**config.mk**
```make
export PLATFORM = sky130hd
export DESIGN_NAME = dot_engine_arbiter
export DESIGN_NICKNAME = d
export VERILOG_FILES = /design/src/rtl/dot_engine_arbiter.sv
export SDC_FILE = /design/constraint.sdc
export NUM_CORES = 1
export LEC_CHECK = 0
export ABC_AREA = 1
export CAP_MARGIN = 25
export CORE_AREA = 3 3 526 528
export DETAILED_ROUTE_END_ITERATION = 10
export DIE_AREA = 0 0 529 531
export HOLD_SLACK_MARGIN = 0.06
export PLACE_DENSITY = 0.4
export SYNTH_ARGS = -nofsm -noshare
export SYNTH_HDL_FRONTEND = slang
export SYNTH_SLANG_ARGS = --single-unit
```
**constraint.sdc**
```tcl
create_clock -name clk -period 2.19 [get_ports clk]
set_clock_uncertainty 0.15 [all_clocks]
set_input_delay 0.438 -clock clk [delete_from_list [all_inputs] [get_ports clk]]
set_output_delay 0.438 -clock clk [all_outputs]
set_load 0.01 [all_outputs]
```
**src/rtl/dot_engine_arbiter.sv**
```systemverilog
// Round-robin arbiter sharing one dot-product engine between NREQ requesters.
// One job in flight: capture the winner's operands, start the engine, return result or timeout.
module dot_engine_arbiter #(
   parameter int NREQ    = 4,
   parameter int VEC_LEN = 16,
   parameter int ELEM_W  = 8,
   parameter int RES_W   = 16,
   parameter int TIMEOUT = 4096
) (
   input  logic                            clk,
   input  logic                            rst,
   input  logic [NREQ-1:0]                 req,
   input  logic [NREQ*VEC_LEN*ELEM_W-1:0]  req_a,
   input  logic [NREQ*VEC_LEN*ELEM_W-1:0]  req_b,
   output logic [NREQ-1:0]                 grant,
   output logic [NREQ-1:0]                 resp_valid,
   output logic [RES_W-1:0]                resp_data,
   output logic                            resp_err,
   output logic                            busy,
   output logic                            eng_start,
   output logic [VEC_LEN*ELEM_W-1:0]       eng_a,
   output logic [VEC_LEN*ELEM_W-1:0]       eng_b,
   input  logic [RES_W-1:0]                eng_c,
   input  logic                            eng_done,
   output logic [15:0]                     jobs_done
);

   localparam int VW    = VEC_LEN * ELEM_W;
   localparam int PTR_W = (NREQ > 1) ? $clog2(NREQ) : 1;
   localparam int CNT_W = (TIMEOUT > 1) ? $clog2(TIMEOUT) : 1;

   typedef enum logic [1:0] {IDLE, ISSUE, WAIT, RESP} state_t;

   state_t             state;
   logic [PTR_W-1:0]   rr_ptr;
   logic [PTR_W-1:0]   owner;
   logic [CNT_W-1:0]   tmo_cnt;
   logic               found;
   logic [PTR_W-1:0]   winner;

   // Lowest requester overall, overridden by the lowest one at or after rr_ptr.
   always_comb begin
      found  = 1'b0;
      winner = '0;
      for (int i = NREQ - 1; i >= 0; i--) begin
         if (req[i]) begin
            found  = 1'b1;
            winner = PTR_W'(i);
         end
      end
      for (int i = NREQ - 1; i >= 0; i--) begin
         if (req[i] && (PTR_W'(i) >= rr_ptr)) begin
            winner = PTR_W'(i);
         end
      end
   end

   assign busy       = (state != IDLE);
   assign eng_start  = (state == ISSUE);
   assign resp_valid = (state == RESP) ? (NREQ'(1) << owner) : '0;

   always_ff @(posedge clk) begin
      if (rst) begin
         state     <= IDLE;
         rr_ptr    <= '0;
         owner     <= '0;
         tmo_cnt   <= '0;
         grant     <= '0;
         eng_a     <= '0;
         eng_b     <= '0;
         resp_data <= '0;
         resp_err  <= 1'b0;
         jobs_done <= '0;
      end else begin
         grant <= '0;
         unique case (state)
            IDLE: begin
               if (found) begin
                  grant  <= NREQ'(1) << winner;
                  eng_a  <= req_a[int'(winner)*VW +: VW];
                  eng_b  <= req_b[int'(winner)*VW +: VW];
                  owner  <= winner;
                  rr_ptr <= (int'(winner) == NREQ - 1) ? '0 : winner + 1'b1;
                  state  <= ISSUE;
               end
            end
            ISSUE: begin
               tmo_cnt <= '0;
               state   <= WAIT;
            end
            WAIT: begin
               tmo_cnt <= tmo_cnt + 1'b1;
               // A completion in the last allowed cycle still counts as success.
               if (eng_done) begin
                  resp_data <= eng_c;
                  resp_err  <= 1'b0;
                  state     <= RESP;
               end else if (tmo_cnt == CNT_W'(TIMEOUT - 1)) begin
                  resp_data <= '0;
                  resp_err  <= 1'b1;
                  state     <= RESP;
               end
            end
            RESP: begin
               jobs_done <= jobs_done + 1'b1;
               state     <= IDLE;
            end
            default: state <= IDLE;
         endcase
      end
   end

endmodule

```
==> results.py <==
metrics = {
    "place": {
        "dp_slack_ns": -0.7257,
        "hpwl_mm": 185.4,
        "io_buffers": 1345,
        "dpl.cell_count": 9660,
        "placed_area_mm2": 0.04463,
        "gp_congestion": 0.9540,
    },
    "worst_setup_path": {
        "worstPathMaxFanout": 23,
        "cp.required_ns": 2.64,
        "slowest_delay_ns": 0.48,
        "end_kind": "register",
        "path_cells": "clkdlybuf4s50_1 > buf_4 > nor2_2 > nand2_1 > nand2_4 > nor2_2 > nor2_4 > buf_12 > buf_12 > buf_12 > nand3_1 > nand3_2 > nand2_1 > inv_1",
        "critical_path.slowest_cell": "clkdlybuf4s50_1",
        "timing.setup.critical_path_class": "primary input to register",
        "worstPathArrival_ns": 2.66,
        "crit_path_start_kind": "primary input",
        "crit_top_cell": "buf_12",
    },
    "cts": {
        "insertion_delay_ns": 0.66,
        "cts-buffers-inserted": 49,
        "path_clk_slew_ns": 0.06,
        "cts_tree": "yes",
        "cts_root_buffer": "clkbuf_16",
        "htreeDepth": 2,
        "cts_sinks": 311,
        "clock_path_buffers": 3,
    },
    "floorplan": {
        "row_count": 192,
        "io_pins": 1346,
        "core_area_mm2": 0.2729,
        "die_area_mm2": 0.2809,
        "initial_core_util": 0.09104,
        "fp.dieH_um": 531,
        "fp.dieW_um": 529,
    },
    "layout": {
        "drive_gt1_frac": 0.09741,
        "seqCellArea_mm2": 0.006246,
        "area_growth_pct": 95.74,
        "nFillCells": 31618,
        "multi_input_area_mm2": 0.01274,
        "design_area_mm2": 0.04863,
        "instances_no_fill": 9911,
        "finalNetCount": 7276,
    },
    "grt": {
        "grt_max_degree": 61,
        "antenna_found_initial": 112,
        "track_usage": 0.1478,
        "grt_pass1_vias": 35235,
        "overflow": 0,
        "grt_pass1_wl_mm": 290.0,
    },
    "timing": {
        "fmax_mhz": 453.0,
        "fin_crit_sh": 1.008,
        "slew-limit-headroom": 0.6131,
        "hold_violations": 0,
        "grt_setup_unrepaired": "true",
        "worst_pin_slew_ns": 0.5789,
        "layout_setup_ws_ns": -0.01737,
        "setup_viol": 6,
        "slew_violations": 0,
        "finalCriticalPeriod_ns": 2.207,
    },
    "power_and_ir_drop": {
        "p_comb_frac": 0.670,
        "swShare": 0.4809,
        "internal_power_mw": 28.62,
        "p_switching_mw": 26.52,
        "ir_drop_mv": 0.5208,
        "leakage_nw": 25.87,
        "power_frac_seq": 0.175,
        "p_per_area_mw_per_mm2": 1134,
        "p_clk_frac": 0.155,
    },
    "job": {
        "drv_cap": 0,
    },
    "logic_synthesis": {
        "synth_compound_area_frac": 0.01360,
        "syn_area_mm2": 0.02484,
        "synth.most_common_cell": "inv_1",
        "ys_types": 29,
        "synthCells": 4732,
        "synth_fa_ha_area_frac": 0.003525,
        "synth_area_leaders": "nand3_1, dfxtp_1, inv_1",
        "ys_seq_area_frac": 0.2506,
        "syn_area_per_cell_um2": 5.250,
        "synth-xor-area-share": 0.0007051,
        "synth_top_family_by_area": "simple AND/OR/NAND/NOR gates",
        "yosys-top-cells-count": "inv_1, nand3_1, nand2_1, nor2_1, dfxtp_1",
        "synth_flop_cell": "dfxtp_1",
        "synth_top_area_cell": "nand3_1",
        "ys_warn_count": 0,
        "ys_seq_elements": 311,
        "synth_simple_gate_area_frac": 0.4758,
        "synthArstFlopShare": 0,
        "yosys-mux-area-fraction": 0,
        "synth_nets": 5786,
        "synth-edff-count": 0,
        "synth.top_cell.area_share": 0.2607,
    },
    "routing": {
        "drtPass1Iterations": 6,
        "wl_per_cell_um": 23.44,
        "via_per_inst": 3.628,
        "drt_iter0_markers": 2587,
        "ant_nets": 0,
        "drc_errors": 0,
        "wl_mm": 232.3,
        "vias": 35954,
    },
    "status": {
        "outcome": "finished, violations left",
        "violations": "setup timing",
    },
    "min_path": {
        "hp-class": "primary input to register",
    },
}
[path summary, 6_finish.rpt]
path	cells after the start	slack [ns]	from	to
worst max-delay path	14	-0.02	req[0]	eng_b[43]
worst min-delay path	3	0.16	rst	jobs_done[13]
worst max register to register	13	-0.01	state[1]	eng_b[81]
worst min register to register	2	0.31	resp_data[2]	resp_data[2]
[per-layer routing]
metal | up-vias | global-route usage | share of wire
li1 | 17131 | - | -
met1 | 16773 | 0.1708 | 0.39
met2 | 1634 | 0.2458 | 0.47
met3 | 342 | 0.04971 | 0.088
met4 | 74 | 0.06790 | 0.043
met5 | - | 0 | 0.0020
[registers in the layout, indices dropped and copies added, names as in the netlist]
name,count
eng_a,128
eng_b,128
jobs_done,16
resp_data,16
tmo_cnt,12
grant,4
owner,2
rr_ptr,2
state,2
resp_err,1
[timing repair]
action	4_1_cts	5_1_grt
setup endpoints to repair	309	190
gates resized for setup	370	155
pin swaps	4	23
buffers inserted	18	45
cloned	6	37
hold endpoints to repair	0	0
hold buffers	0	0
[stage by stage]
step	TNS [ns]	power [mW]	util	hold slack (ns)
global placement	-149.18	43.10	0.1635	0.3006
floorplan	0	24.61	-	0.2884
finish	-0.04668	55.14	0.1782	0.1636
CTS	-0.4939	51.50	0.1703	0.06122
detailed placement	-147.87	43.01	0.1635	0.3072
global route	-2.313	59.18	0.1781	0.09906
[area by class of cell]
class,count,share of cell area
Clock buffer,70,0.02954
Timing Repair Buffer,1758,0.3772
Sequential cell,311,0.1284
Multi-Input combinational cell,2779,0.2619
Tap cell,3589,0.09234
Antenna cell,60,0.003087
Inverter,1323,0.1025
Clock inverter,21,0.004888
[critical path, delay by kind of cell]
family / cells / cell delay, ns
AND/OR/NAND/NOR: 8 / 0.80
buffers and inverters: 6 / 1.30
[power groups by stage]
stage | Clock [mW] | Sequential [mW] | Combinational [mW]
3_3_place_gp | 0 | 9.76 | 33.3
6_report | 8.55 | 9.66 | 36.9
4_1_cts | 8.98 | 9.70 | 32.8
2_1_floorplan | 0 | 10.3 | 14.3
5_1_grt | 9.11 | 9.93 | 40.1
3_5_place_dp | 0 | 9.81 | 33.2
[cell usage in the layout (no fill, tap or decap), types with 7 or more instances in the layout]
cell type,instances
inv_1,1315
nand3_1,1246
clkdlybuf4s50_1,1044
nand2_1,840
nor2_1,530
dfxtp_1,301
dlygate4sd2_1,278
buf_4,243
clkbuf_16,79
buf_12,63
diode_2,60
buf_6,57
nand3_2,44
a21oi_1,41
buf_16,30
nor3_1,13
o21ai_0,13
clkinv_2,13
clkbuf_8,11
clkbuf_1,9
nand2_2,8
buf_8,7
dfxtp_2,7
[cells by family (layout without fill, tap and decap cells)]
group	Yosys count	in the layout
buf+inv	1642	3172
simple gates	2707	2707
compound gates	63	63
other cells	0	60
xor+xnor	2	2
fa+ha+maj	7	7
flops	311	311
No activity file was read; power rests on OpenSTA's default activity.
==> variant, RTL diff (same flow settings) <==
Register the output `resp_err` once more; this adds one clock of latency there. The other outputs are not delayed to match.
--- a/src/rtl/dot_engine_arbiter.sv
+++ b/src/rtl/dot_engine_arbiter.sv
@@ -30,6 +30,8 @@
    localparam int CNT_W = (TIMEOUT > 1) ? $clog2(TIMEOUT) : 1;
 
    typedef enum logic [1:0] {IDLE, ISSUE, WAIT, RESP} state_t;
+
+   logic resp_err_s0;
 
    state_t             state;
    logic [PTR_W-1:0]   rr_ptr;
@@ -69,7 +71,7 @@
          eng_a     <= '0;
          eng_b     <= '0;
          resp_data <= '0;
-         resp_err  <= 1'b0;
+         resp_err_s0 <= 1'b0;
          jobs_done <= '0;
       end else begin
          grant <= '0;
@@ -93,11 +95,11 @@
                // A completion in the last allowed cycle still counts as success.
                if (eng_done) begin
                   resp_data <= eng_c;
-                  resp_err  <= 1'b0;
+                  resp_err_s0 <= 1'b0;
                   state     <= RESP;
                end else if (tmo_cnt == CNT_W'(TIMEOUT - 1)) begin
                   resp_data <= '0;
-                  resp_err  <= 1'b1;
+                  resp_err_s0 <= 1'b1;
                   state     <= RESP;
                end
             end
@@ -110,5 +112,9 @@
       end
    end
 
+   always_ff @(posedge clk) begin
+      resp_err <= resp_err_s0;
+   end
+
 endmodule
 
Check against the original RTL: not settled (the Yosys comparison gave no result); the edit may change what the design does.
==> variant against the original RTL <==
The run still ends with negative setup slack left; final area up 1.7%; final cell count about the same; die area unchanged; synthesized area up 0.24%; routed wire length up 1.8%; maximum frequency up 0.58%; count of clock-buffer cells in the layout down 5; worst setup slack better by 0.013 ns; sequential cell count up 1; total power up 1.2%; via count up 1.3%; critical path type is now reg2out; highest routed layer unchanged.
==> variant: results (changes against the original RTL) <==
Area contributors post-synth -> nand3_1, dfxtp_1, inv_1
Pre-CTS setup slack -> -0.844 ns (-0.119 ns)
Initial antenna violation count -> 144 (+29%)
GP Congestion -> 0.943 (-1.2%)
Xor-xnor portion of the synthesized cell area -> 0.000703 (-0.00000167)
Seq/Total Area, Yosys -> 0.251 (about the same)
Post-Synth Adder-Cell Area -> 0.00352 (-0.00000833)
Switching Share -> 0.478 (-0.00245)
CP top delay family -> flip-flops
WP data arrival -> 1.61 ns (-1.05 ns)
I/O Buffers -> 1345 (unchanged)
Post-DP HPWL -> 186 mm (+0.40%)
Syn_nets -> 5787 (+0.017%)
Failing checks -> negative setup slack
Biggest regs -> eng_a x128, eng_b x128
Setup ws final -> -0.00474 ns (+0.0126 ns)
Critical Path Source -> state[1]
DP Area -> 0.0445 mm² (-0.37%)
Status -> complete, but fails checks
Complex-gate fraction of the synthesized area -> 0.0134 (-0.000183)
Clock Pin Slew Worst Setup and Hold Paths -> 0.06 ns (about the same)
Syn. warnings -> 0 (unchanged)
Largest net degree at the start of global routing -> 55 (-9.8%)
Reg-to-reg critical path startpoint -> rr_ptr[1]
1st-iter DRT viols -> 2574 (-0.50%)
GRT Overall Usage -> 0.154 (+0.00663)
CP max-delay cell -> dfxtp_4
CP max FO -> 5 (-78%)
First-pass GRT wire length -> 301 mm (+3.7%)
Ys async rst share -> 0 (unchanged)
Fraction of layout cells with a size suffix above 1 -> 0.107 (+0.0101)
Final setup fails -> 2 (-4)
Fill cell count -> 31481 (-0.43%)
Seq pwr -> 9.85 mW (+2%)
Leakage power -> 26.2 nW (+1.4%)
Max_slew headroom -> 0.696 (+0.0830)
First drt pass iteration count -> 7 (+1)
Hold Crit Endpoint -> eng_a[34]
Worst Hold Slack -> 0.124 ns (-0.0396 ns)
Largest vdd supply drop -> 0.000632 V (+21%)
Crit-path max cell delay -> 0.37 ns (-0.11 ns)
Top cells by count, synth -> inv_1, nand3_1, nand2_1
CP Capture Point -> resp_valid[2]
Routed wire length -> 236 mm (+1.8%)
Worst reg2reg path depth -> 10 (-3)
Setup TNS -> -0.00930 ns (+0.0374 ns)
Net count reported at finish -> 7277 (+0.014%)
Worst r2r dst -> eng_b[88]
Hold Crit Depth -> 4 (+1)
Vias per inst -> 3.68 (+1.3%)
Vias in the first global route -> 35624 (+1.1%)
-- variant: final cells by class --
class | count | area (µm²) | area share
Timing Repair Buffer | 1758 | 18800 | 0.379
Multi-Input combinational cell | 2779 | 13100 | 0.264
Sequential cell | 312 | 6280 | 0.127
Inverter | 1323 | 4980 | 0.101
Tap cell | 3589 | 4490 | 0.0908
Clock buffer | 65 | 1350 | 0.0272
Clock inverter | 25 | 389 | 0.00787
Antenna cell | 55 | 138 | 0.00278
-- variant: stage by stage --
step	cells	power, mW
3_3_place_gp	9650	42.8
6_report	9906	55.8
5_1_grt	9876	59.8
2_1_floorplan	4733	24.7
4_1_cts	9797	54.1
3_5_place_dp	9650	42.8
-- variant: routing by layer --
metal	GRT usage	up-vias	routed length [µm]
met5	0	-	587
met4	0.0582	86	9510
met3	0.0554	380	21700
met2	0.261	1732	111000
met1	0.178	17074	93300
li1	-	17148	-
-- variant: repair_timing --
action	CTS	global route
endpoints found under the setup margin	544	254
buffers inserted	31	29
cloned	28	27
gates resized for setup	495	145
pin swaps	22	19
